$ cat config.mk
export PLATFORM = sky130hd
export DESIGN_NAME = instr_fill_loader
export DESIGN_NICKNAME = d
export VERILOG_FILES = /design/src/rtl/fill_pkg.sv /design/src/rtl/byte_assembler.sv /design/src/rtl/instr_fill_loader.sv
export SDC_FILE = /design/constraint.sdc
export NUM_CORES = 1
export LEC_CHECK = 0
export CAP_MARGIN = 25
export CORE_MARGIN = 5
export CORE_UTILIZATION = 25
export CTS_BUF_LIST = sky130_fd_sc_hd__clkbuf_4 sky130_fd_sc_hd__clkbuf_8
export DETAILED_ROUTE_END_ITERATION = 16
export PLACE_DENSITY = 0.42
export SETUP_SLACK_MARGIN = 0.02
export SLEW_MARGIN = 20
export SYNTH_ARGS = -nofsm -noshare
export SYNTH_HDL_FRONTEND = slang
export SYNTH_HIERARCHICAL = 1
export SYNTH_SLANG_ARGS = --single-unit
$ cat constraint.sdc
create_clock -name clk -period 3.2 [get_ports clk]
set_clock_uncertainty 0.1 [all_clocks]
set_input_delay 0.32 -clock clk [delete_from_list [all_inputs] [get_ports clk]]
set_output_delay 0.32 -clock clk [all_outputs]
set_load 0.005 [all_outputs]
$ cat src/rtl/fill_pkg.sv
// Shared state encoding and timing constants for the instruction-fill loader.
package fill_pkg;

    typedef enum logic [2:0] {
        FL_HDR,
        FL_DATA,
        FL_CSUM,
        FL_DONE,
        FL_ERR
    } fl_state_e;

    localparam int unsigned LANE_W   = 2;
    localparam int unsigned FILL_LAT = 1;

endpackage

$ cat src/rtl/byte_assembler.sv
// Packs accepted bytes little-endian into 32-bit words; o_word is valid only while o_word_done.
module byte_assembler
    import fill_pkg::*;
(
    input  logic        clk,
    input  logic        reset,
    input  logic        i_clr,
    input  logic        i_accept,
    input  logic [7:0]  i_byte,
    output logic [31:0] o_word,
    output logic        o_word_done
);

    logic [LANE_W-1:0] r_lane;
    logic [23:0]       r_part;

    // The top lane is never stored; the completed word is presented with the fourth byte.
    assign o_word      = {i_byte, r_part};
    assign o_word_done = i_accept && (r_lane == '1);

    always_ff @(posedge clk or posedge reset) begin
        if (reset) begin
            r_lane <= '0;
            r_part <= '0;
        end else if (i_clr) begin
            r_lane <= '0;
            r_part <= '0;
        end else if (i_accept) begin
            r_lane <= r_lane + LANE_W'(1);
            case (r_lane)
                2'd0:    r_part[7:0]   <= i_byte;
                2'd1:    r_part[15:8]  <= i_byte;
                2'd2:    r_part[23:16] <= i_byte;
                default: ;
            endcase
        end
    end

endmodule

$ cat src/rtl/instr_fill_loader.sv
// Program-image loader: header word count, data fills, optional trailer checksum.
// Optional checksum trailer is enabled by defining INSTR_FILL_CHECKSUM_EN.
module instr_fill_loader
    import fill_pkg::*;
#(
    parameter logic [31:0] BASE_ADDR = 32'h0000_0000,
    parameter int unsigned MAX_WORDS = 1024,
    parameter int unsigned WCNT_W    = 16
) (
    input  logic        clk,
    input  logic        reset,
    input  logic        Start,
    input  logic        ByteVal_FL0,
    input  logic [7:0]  ByteDat_FL0,
    output logic        ByteRdy_FL0,
    output logic [31:0] IntrAddr_FL0,
    output logic [31:0] IntrFill_FL0,
    output logic        FillVal_FL0,
    output logic        CoreReset_FL0,
    output logic        LoadDone_FL0,
    output logic        LoadErr_FL0
);

    fl_state_e         r_state, w_state_nxt;
    logic              r_live, r_core_rst, r_fill_val;
    logic [31:0]       r_addr, r_data;
    logic [WCNT_W-1:0] r_count, r_idx;
    logic              w_rdy, w_accept, w_word_done, w_last;
    logic [31:0]       w_word;
    logic [WCNT_W-1:0] w_hdr_count;

    // r_live keeps the handshake closed until the first clock after reset release.
    assign w_rdy       = r_live && !Start && (r_state inside {FL_HDR, FL_DATA, FL_CSUM});
    assign w_accept    = ByteVal_FL0 && w_rdy;
    assign w_hdr_count = w_word[WCNT_W-1:0];
    assign w_last      = (r_idx == r_count - WCNT_W'(1));

    byte_assembler u_asm (
        .clk        (clk),
        .reset      (reset),
        .i_clr      (Start),
        .i_accept   (w_accept),
        .i_byte     (ByteDat_FL0),
        .o_word     (w_word),
        .o_word_done(w_word_done)
    );

`ifdef INSTR_FILL_CHECKSUM_EN
    logic [31:0] r_sum;

    always_ff @(posedge clk or posedge reset) begin
        if (reset) begin
            r_sum <= '0;
        end else if (Start) begin
            r_sum <= '0;
        end else if (w_word_done && (r_state == FL_DATA)) begin
            r_sum <= r_sum + w_word;
        end
    end
`endif

    always_ff @(posedge clk or posedge reset) begin
        if (reset) begin
            r_state <= FL_HDR;
        end else begin
            r_state <= w_state_nxt;
        end
    end

    always_comb begin
        w_state_nxt = r_state;
        if (Start) begin
            w_state_nxt = FL_HDR;
        end else if (w_word_done) begin
            unique case (r_state)
                FL_HDR: begin
                    if ((w_hdr_count == '0) || (32'(w_hdr_count) > MAX_WORDS)) begin
                        w_state_nxt = FL_ERR;
                    end else begin
                        w_state_nxt = FL_DATA;
                    end
                end
                FL_DATA: begin
                    if (w_last) begin
`ifdef INSTR_FILL_CHECKSUM_EN
                        w_state_nxt = FL_CSUM;
`else
                        w_state_nxt = FL_DONE;
`endif
                    end
                end
`ifdef INSTR_FILL_CHECKSUM_EN
                FL_CSUM: w_state_nxt = (w_word == r_sum) ? FL_DONE : FL_ERR;
`endif
                default: ;
            endcase
        end
    end

    always_ff @(posedge clk or posedge reset) begin
        if (reset) begin
            r_live     <= 1'b0;
            r_core_rst <= 1'b1;
            r_fill_val <= 1'b0;
            r_addr     <= BASE_ADDR;
            r_data     <= '0;
            r_count    <= '0;
            r_idx      <= '0;
        end else begin
            r_live     <= 1'b1;
            r_fill_val <= 1'b0;
            if (Start) begin
                r_core_rst <= 1'b1;
                r_count    <= '0;
                r_idx      <= '0;
            end else begin
                // One cycle behind FL_DONE so the last fill lands before the core runs.
                if (r_state == FL_DONE) begin
                    r_core_rst <= 1'b0;
                end
                if (w_word_done && (r_state == FL_HDR)) begin
                    r_count <= w_hdr_count;
                    r_idx   <= '0;
                end
                if (w_word_done && (r_state == FL_DATA)) begin
                    r_fill_val <= 1'b1;
                    r_addr     <= BASE_ADDR + (32'(r_idx) << 2);
                    r_data     <= w_word;
                    r_idx      <= r_idx + WCNT_W'(1);
                end
            end
        end
    end

    assign ByteRdy_FL0   = w_rdy;
    assign IntrAddr_FL0  = r_addr;
    assign IntrFill_FL0  = r_data;
    assign FillVal_FL0   = r_fill_val;
    assign CoreReset_FL0 = r_core_rst;
    assign LoadDone_FL0  = (r_state == FL_DONE);
    assign LoadErr_FL0   = (r_state == FL_ERR);

endmodule
==> results of run 1 <==
[cell type report]
type / instances / area [sq um] / area share
clock inverter: 5 / 57.6 / 0.00883
tap: 280 / 350 / 0.0537
multi-input combinational: 430 / 2370 / 0.364
sequential: 112 / 2800 / 0.430
clock buffer: 11 / 139 / 0.0213
timing repair buffer: 77 / 763 / 0.117
inverter: 9 / 35.0 / 0.00537
[synthesized netlist by cell type (3+ instances only)]
library cell / n / area (sq um)
nand2_1: 189 / 709
dfrtp_1: 111 / 2780
nand2b_1: 34 / 213
nor2_1: 30 / 113
mux2i_1: 25 / 250
buf_4: 24 / 180
xnor2_1: 24 / 210
a21oi_1: 19 / 95.1
xor2_1: 14 / 123
clkbuf_1: 13 / 48.8
nand3_1: 10 / 50.1
inv_1: 8 / 30.0
and3_1: 7 / 43.8
nor3_1: 7 / 35.0
buf_2: 6 / 30.0
ha_1: 6 / 75.1
and2_1: 5 / 31.3
nor4_1: 4 / 25.0
o21ai_0: 4 / 20.0
o21ai_1: 4 / 20.0
buf_6: 3 / 33.8
o211ai_1: 3 / 22.5
or3_1: 3 / 18.8
[stage by stage]
stage / setup WS, ns / cell area, sq um / std cells
floorplan: 0.560 / 5520 / 600
CTS: 0.466 / 6520 / 924
global placement: 0.352 / 6320 / 908
finish: 0.483 / 6520 / 924
global route: 0.206 / 6520 / 924
detailed placement: 0.275 / 6320 / 908
[cells by family after synthesis]
group | Yosys count
AOI/OAI and AO/OA | 39
muxes | 25
adders and majority gates | 6
xor gates and xnor gates | 39
and+or+nand+nor | 304
DFF | 112
other | 2
buffers and inverters | 58
[worst register-to-register path, cell delays in order (launching register included)]
cell and delay [ns]:
dfrtp_1 0.45, nand2_1 0.17, and3_1 0.20, and2_1 0.16
and2_1 0.18, nor2b_1 0.24, a21oi_1 0.11, or4_1 0.52
nor3_1 0.16, nand4_1 0.14, o32ai_2 0.21
[worst paths after layout]
kind | start | to | slack [ns] | cells after the start
max | r_state[1]$_DFFE_PP0P_ | r_state[1]$_DFFE_PP0P_ | 0.48 | 10
min | reset | u_asm/r_part[16]$_DFFE_PP0P_ | 0.24 | 3
max reg2reg | r_state[1]$_DFFE_PP0P_ | r_state[1]$_DFFE_PP0P_ | 0.48 | 10
min reg2reg | IntrAddr_FL0[10]$_DFFE_PP0P_ | IntrAddr_FL0[10]$_DFFE_PP0P_ | 0.38 | 2
max in group asynchronous | reset | IntrFill_FL0[4]$_DFFE_PP0P_ | 2.00 | 3
min in group clk | IntrAddr_FL0[10]$_DFFE_PP0P_ | IntrAddr_FL0[10]$_DFFE_PP0P_ | 0.38 | 2
[power groups by stage]
| stage | combinational, uW | clock (uW) | sequential, uW |
|---|---|---|---|
| after floorplan | 90.6 | 0 | 1450 |
| after global placement | 115 | 0 | 1450 |
| after detailed placement | 116 | 0 | 1460 |
| after CTS | 116 | 903 | 1430 |
| after global routing | 128 | 954 | 1430 |
| final | 112 | 860 | 1430 |
[routing by layer]
metal | wire (microns) | up-vias
met1 | 6290 | 1919
li1 | - | 1954
met5 | 0 | -
met4 | 153 | 0
met3 | 541 | 12
met2 | 6670 | 67
[flip-flops by register name, indices dropped and copies added, names as in the netlist]
name,cells
r_state,3
FillVal_FL0,1
r_idx,16
IntrAddr_FL0,16
r_count,16
u_asm/r_lane,2
CoreReset_FL0,1
IntrFill_FL0,32
r_live,1
u_asm/r_part,24
==> results by group, run 1 <==
Outcome
  – Status: completed

Logic synthesis
  – Post-synthesis simple-gate area fraction: 0.255
  – Compound-Gate Fraction of Synth Area: 0.0440
  – Asr flop ratio synth: 1.00
  – Syn Std Cell Area: about 5500 sq um
  – Yosys warnings: 6
  – Synth Instances: 585
  – Top FF cell, synth: dfrtp_1
  – Largest family of logic cells by synthesized area: simple AND/OR/NAND/NOR gates
  – Xor-xnor portion of the synthesized cell area: 0.0639
  – Mean Syn Cell Area: 9.33 sq um
  – Synth Area in Adders: 0.0137
  – Synth Register Bits: 112
  – Post-synthesis sequential area ratio: 0.514
  – Mux contribution to synthesized area: 0.0458
  – EDFF count, synth: 0
  – Yosys cell types: 46

Clocking
  – Post-CTS Setup Bufs: 0
  – Htree depth: 3
  – Post-CTS sizing: 0
  – Clk Latency, worst-skew pair: 0.39 ns
  – Clock tree from TritonCTS: yes
  – Clock Root Buffer: clkbuf_8
  – CTS max path bufs: 2
  – Clock slew at reported path FFs: 0.11 ns
  – CTS Buf Count: 9
  – CTS Sinks: 112
  – CTS hold repair buffers: 0

Timing
  – Minimum clock period: 2.72 ns
  – Hold slack: 0.238 ns
  – Setup violations, final: 0
  – Fin. Hold Viols: 0
  – Final Max Slew Viols: 0
  – Fmax: 368 MHz
  – Setup_tns: 0 ns
  – Worst Max-Slew Pin Slew: slightly above 0.7 ns
  – Slew headroom: 0.515
  – Final Cycle Share: 0.849
  – RSZ-0062 raised after global routing: no

GRT
  – Number of global-route vias before repair: 4183
  – First-pass GRT wire length: 22600 microns
  – Total gr overflow: 0
  – Met1 Usage GRT: 0.145
  – Pin count of the biggest net entering global routing: 62
  – Initial antenna violation count: 0
  – Busiest layer in global routing: met2
  – Grt met2 use: 0.198
  – All-layer global routing usage: 0.115
  – GRT met3 Usage: 0.0306

Layout
  – Total Nets Final: 657
  – Area Growth Syn to Fin: 19.4%
  – Fraction of layout cells with a size suffix above 1: 0.0714
  – Fillers: 2276
  – Number of diodes: 0
  – Most frequent cells in the layout: 189 x nand2_1, 111 x dfrtp_1, 64 x clkdlybuf4s50_1, 34 x nand2b_1, 30 x nor2_1
  – Most common cell after layout, fill and taps aside: nand2_1
  – Core Util, Final: 0.301

Place
  – Final RePlAce weighted congestion: 0.751
  – DP HPWL: around 10000 microns
  – Port bufs: between 60 and 70

Routing
  – 1st-pass router iterations: 4
  – Wire length per cell: 14.8 microns
  – Antenna Nets Post-Route: 0
  – Detailed-route DRC error count: 0
  – Vias per cell: around 4.3
  – WL final: roughly 14000 microns
  – Starting DRT DRC Count: roughly 240
  – Via count: 3952

Floorplan
  – Initial Util: 0.252
  – Core Box Area: 21700 sq um
  – Die height: ~160 microns
  – Die Wd: 158 microns
  – Die Footprint: 24900 sq um
  – Cell Rows: 54
  – IO Pins: 81

Worst hold path
  – Min-Delay Path Class: input port to asynchronous set/reset pin

Critical path
  – Crit path cell chain: nand2_1, and3_1, and2_1, and2_1, nor2b_1, a21oi_1, or4_1, nor3_1, nand4_1, o32ai_2
  – Family with the most delay on the worst path: simple AND/OR/NAND/NOR gates
  – Crit-path max FO: 6
  – CP max stage delay: 0.52 ns
  – Buf/Inv on CP: 0
  – Critical path class: flip-flop to flip-flop
  – Critical path endpoint category: flip-flop
  – WP data arrival: 2.91 ns
  – Startpoint Class: flip-flop
  – CP required: 3.40 ns
  – Slowest CP cell: or4_1
  – Crit-path most repeated cell: and2_1

Pwr
  – Logic pwr share: 0.047
  – Internal: 1840 uW
  – Seq pwr share: 0.595
  – Clk network pwr share: 0.359
  – Leak: 0.00311 uW
  – Peak supply drop: around 190 uV
  – NetSw: 560 uW
  – Pwr/cell area: approximately 370 nW/um^2
  – Final Power: 2400 uW
  – Sw frac: 0.234

Job
  – # Max-Cap Violations: 0
(Power assumes the default switching activity.)
==> run 2, diff against run 1 <==
PLACE_DENSITY = 0.43   (was 0.42)
clock period = 2.3 ns   (was 3.2 ns; I/O delays follow)
==> run 2 against run 1 <==
The run now ends with negative setup slack left. Critical path depth up 1. Utilization up 2.1 points. Sequential power up 39%. Critical endpoint is now r_idx[2]$_DFFE_PP0P_. Largest cell class unchanged.
==> results by group, run 2 (synthesis results as in run 1) <==
Outcome
  – Status: finished, violations left
  – Violated checks: negative setup slack

Critical path
  – CP required: 2.52 ns
  – Buf/Inv on CP: 2
  – Critical path endpoint category: flip-flop
  – Worst r2r src: r_state[2]$_DFFE_PP0P_
  – Startpoint Class: flip-flop
  – Crit path cell chain: nor2_2, and3_1, and2_4, and2_4, nor2b_4, nand2_1, or3_4, clkinv_8, buf_12, nand2_1, o21ai_1
  – Slowest CP cell: or3_4
  – CP max stage delay: 0.47 ns
  – Family with the most delay on the worst path: simple AND/OR/NAND/NOR gates
  – R2R setup slack: -0.02 ns
  – Critical path class: flip-flop to flip-flop
  – Reg2reg end: r_idx[2]$_DFFE_PP0P_
  – WP data arrival: 2.54 ns
  – Worst Reg2Reg Path Length in Cells: 11
  – Crit-path max FO: 8

Floorplan
  – Cell Rows: 54
  – Die Footprint: 24900 sq um
  – Initial Util: 0.252
  – Die Wd: approximately 160 microns
  – IO Pins: 81
  – Die height: 158 microns
  – Core Box Area: 21700 sq um

GRT
  – All-layer global routing usage: 0.123
  – Initial antenna violation count: 0
  – Number of global-route vias before repair: 4432
  – Total gr overflow: 0
  – Pin count of the biggest net entering global routing: between 40 and 50
  – First-pass GRT wire length: 23800 microns

Routing
  – Starting DRT DRC Count: 255
  – Detailed-route DRC error count: 0
  – Wire length per cell: roughly 16 microns
  – 1st-pass router iterations: 4
  – Via count: 4099
  – Vias per cell: 4.31
  – WL final: 15200 microns
  – Antenna Nets Post-Route: 0

Worst hold path
  – Min-Delay Path Class: input port to asynchronous set/reset pin

Timing
  – Slew headroom: 0.573
  – RSZ-0062 raised after global routing: yes
  – Worst Max-Slew Pin Slew: between 0.6 and 0.7 ns
  – Final worst setup slack: -0.0203 ns
  – Fin. Hold Viols: 0
  – Minimum clock period: 2.32 ns
  – Setup violations, final: 1
  – Final Cycle Share: 1.01
  – Fmax: 431 MHz
  – Final Max Slew Viols: 0

Clocking
  – CTS Buf Count: 9
  – Htree depth: 3
  – Clock tree from TritonCTS: yes
  – Clock Root Buffer: clkbuf_8
  – Clk Latency, worst-skew pair: 0.40 ns
  – Clock slew at reported path FFs: around 0.12 ns
  – CTS max path bufs: 2
  – CTS Sinks: 112

Place
  – DP HPWL: ~10000 microns
  – Place WS: -0.381 ns
  – Port bufs: 64
  – Area post-placement: 6510 sq um
  – Final RePlAce weighted congestion: 0.772

Layout
  – FF/Latch Area: 2810 sq um
  – Number of diodes: 0
  – Most common cell after layout, fill and taps aside: nand2_1
  – Number of flip-flops in the largest register: 32
  – Fillers: 2275
  – Total Nets Final: about 680
  – Fraction of layout cells with a size suffix above 1: 0.127
  – Most frequent cells in the layout: 188 x nand2_1, 110 x dfrtp_1, 64 x clkdlybuf4s50_1, 34 x nand2b_1, 27 x nor2_1
  – Final instance area: 6970 sq um
  – Area Growth Syn to Fin: 27.6%
  – Footprint of the multi-input gates: 2450 sq um

Job
  – # Max-Cap Violations: 0

Pwr
  – Leak: around 0.0033 uW
  – Pwr/cell area: 477 nW/um^2
  – Peak supply drop: 251 uV
## run 2: worst max path at each step
stage / start / end / cells after the start
after floorplan: r_state[2]$_DFFE_PP0P_ / r_state[1]$_DFFE_PP0P_ / 11
after global placement: Start / r_state[1]$_DFFE_PP0P_ / 11
after detailed placement: Start / r_state[1]$_DFFE_PP0P_ / 11
after CTS: r_state[2]$_DFFE_PP0P_ / r_state[1]$_DFFE_PP0P_ / 10
after global routing: r_state[2]$_DFFE_PP0P_ / r_idx[2]$_DFFE_PP0P_ / 11
final: r_state[2]$_DFFE_PP0P_ / r_idx[2]$_DFFE_PP0P_ / 11
## run 2: layer usage
layer,vias up,part of all wire,track usage
li1,2006,-,-
met1,1970,0.44,0.154
met2,105,0.50,0.213
met3,18,0.043,0.0219
met4,0,0.020,0.0442
met5,-,0,0
## run 2: metrics by stage
step                      total power [uW]  hold WS [ns]   util  TNS (ns)  cells
final                                 3320         0.169  0.321   -0.0203    950
after global routing                  3490         0.204  0.321     -3.66    950
after CTS                             3400         0.167  0.313  -0.00249    944
after detailed placement              2190         0.362  0.300    -14.84    925
after global placement                2190         0.363  0.300    -13.71    925
after floorplan                       2150         0.170      -    -0.100    600
## run 2: repair_timing
action / 4_1_cts / 5_1_grt
hold buffers: 0 / 0
resized for setup: 9 / 11
setup buffers: 1 / 1
gates cloned: 2 / 5
pin swaps: 4 / 3
endpoints found under the setup margin: 56 / 63
## run 2: worst reg2reg max path: cells and delay by family, from the launching register on
kind	cells	cell delay, ns
buf+inv	2	0.26
flops	1	0.44
simple gates	8	1.32
compound gates	1	0.12
## run 2: final cells by class
cell class | count | share of cell area
sequential | 112 | 0.403
inverter | 9 | 0.00718
tap | 280 | 0.0503
clock inverter | 7 | 0.00880
timing repair buffer | 103 | 0.162
multi-input combinational | 430 | 0.351
clock buffer | 9 | 0.0178
## run 2: where the power goes
part	internal [uW]	total, uW	switching (uW)	leakage [uW]
clock	418	1170	755	0.0000940
sequential	1980	1990	10.3	0.00156
combinational	59.0	164	105	0.00164
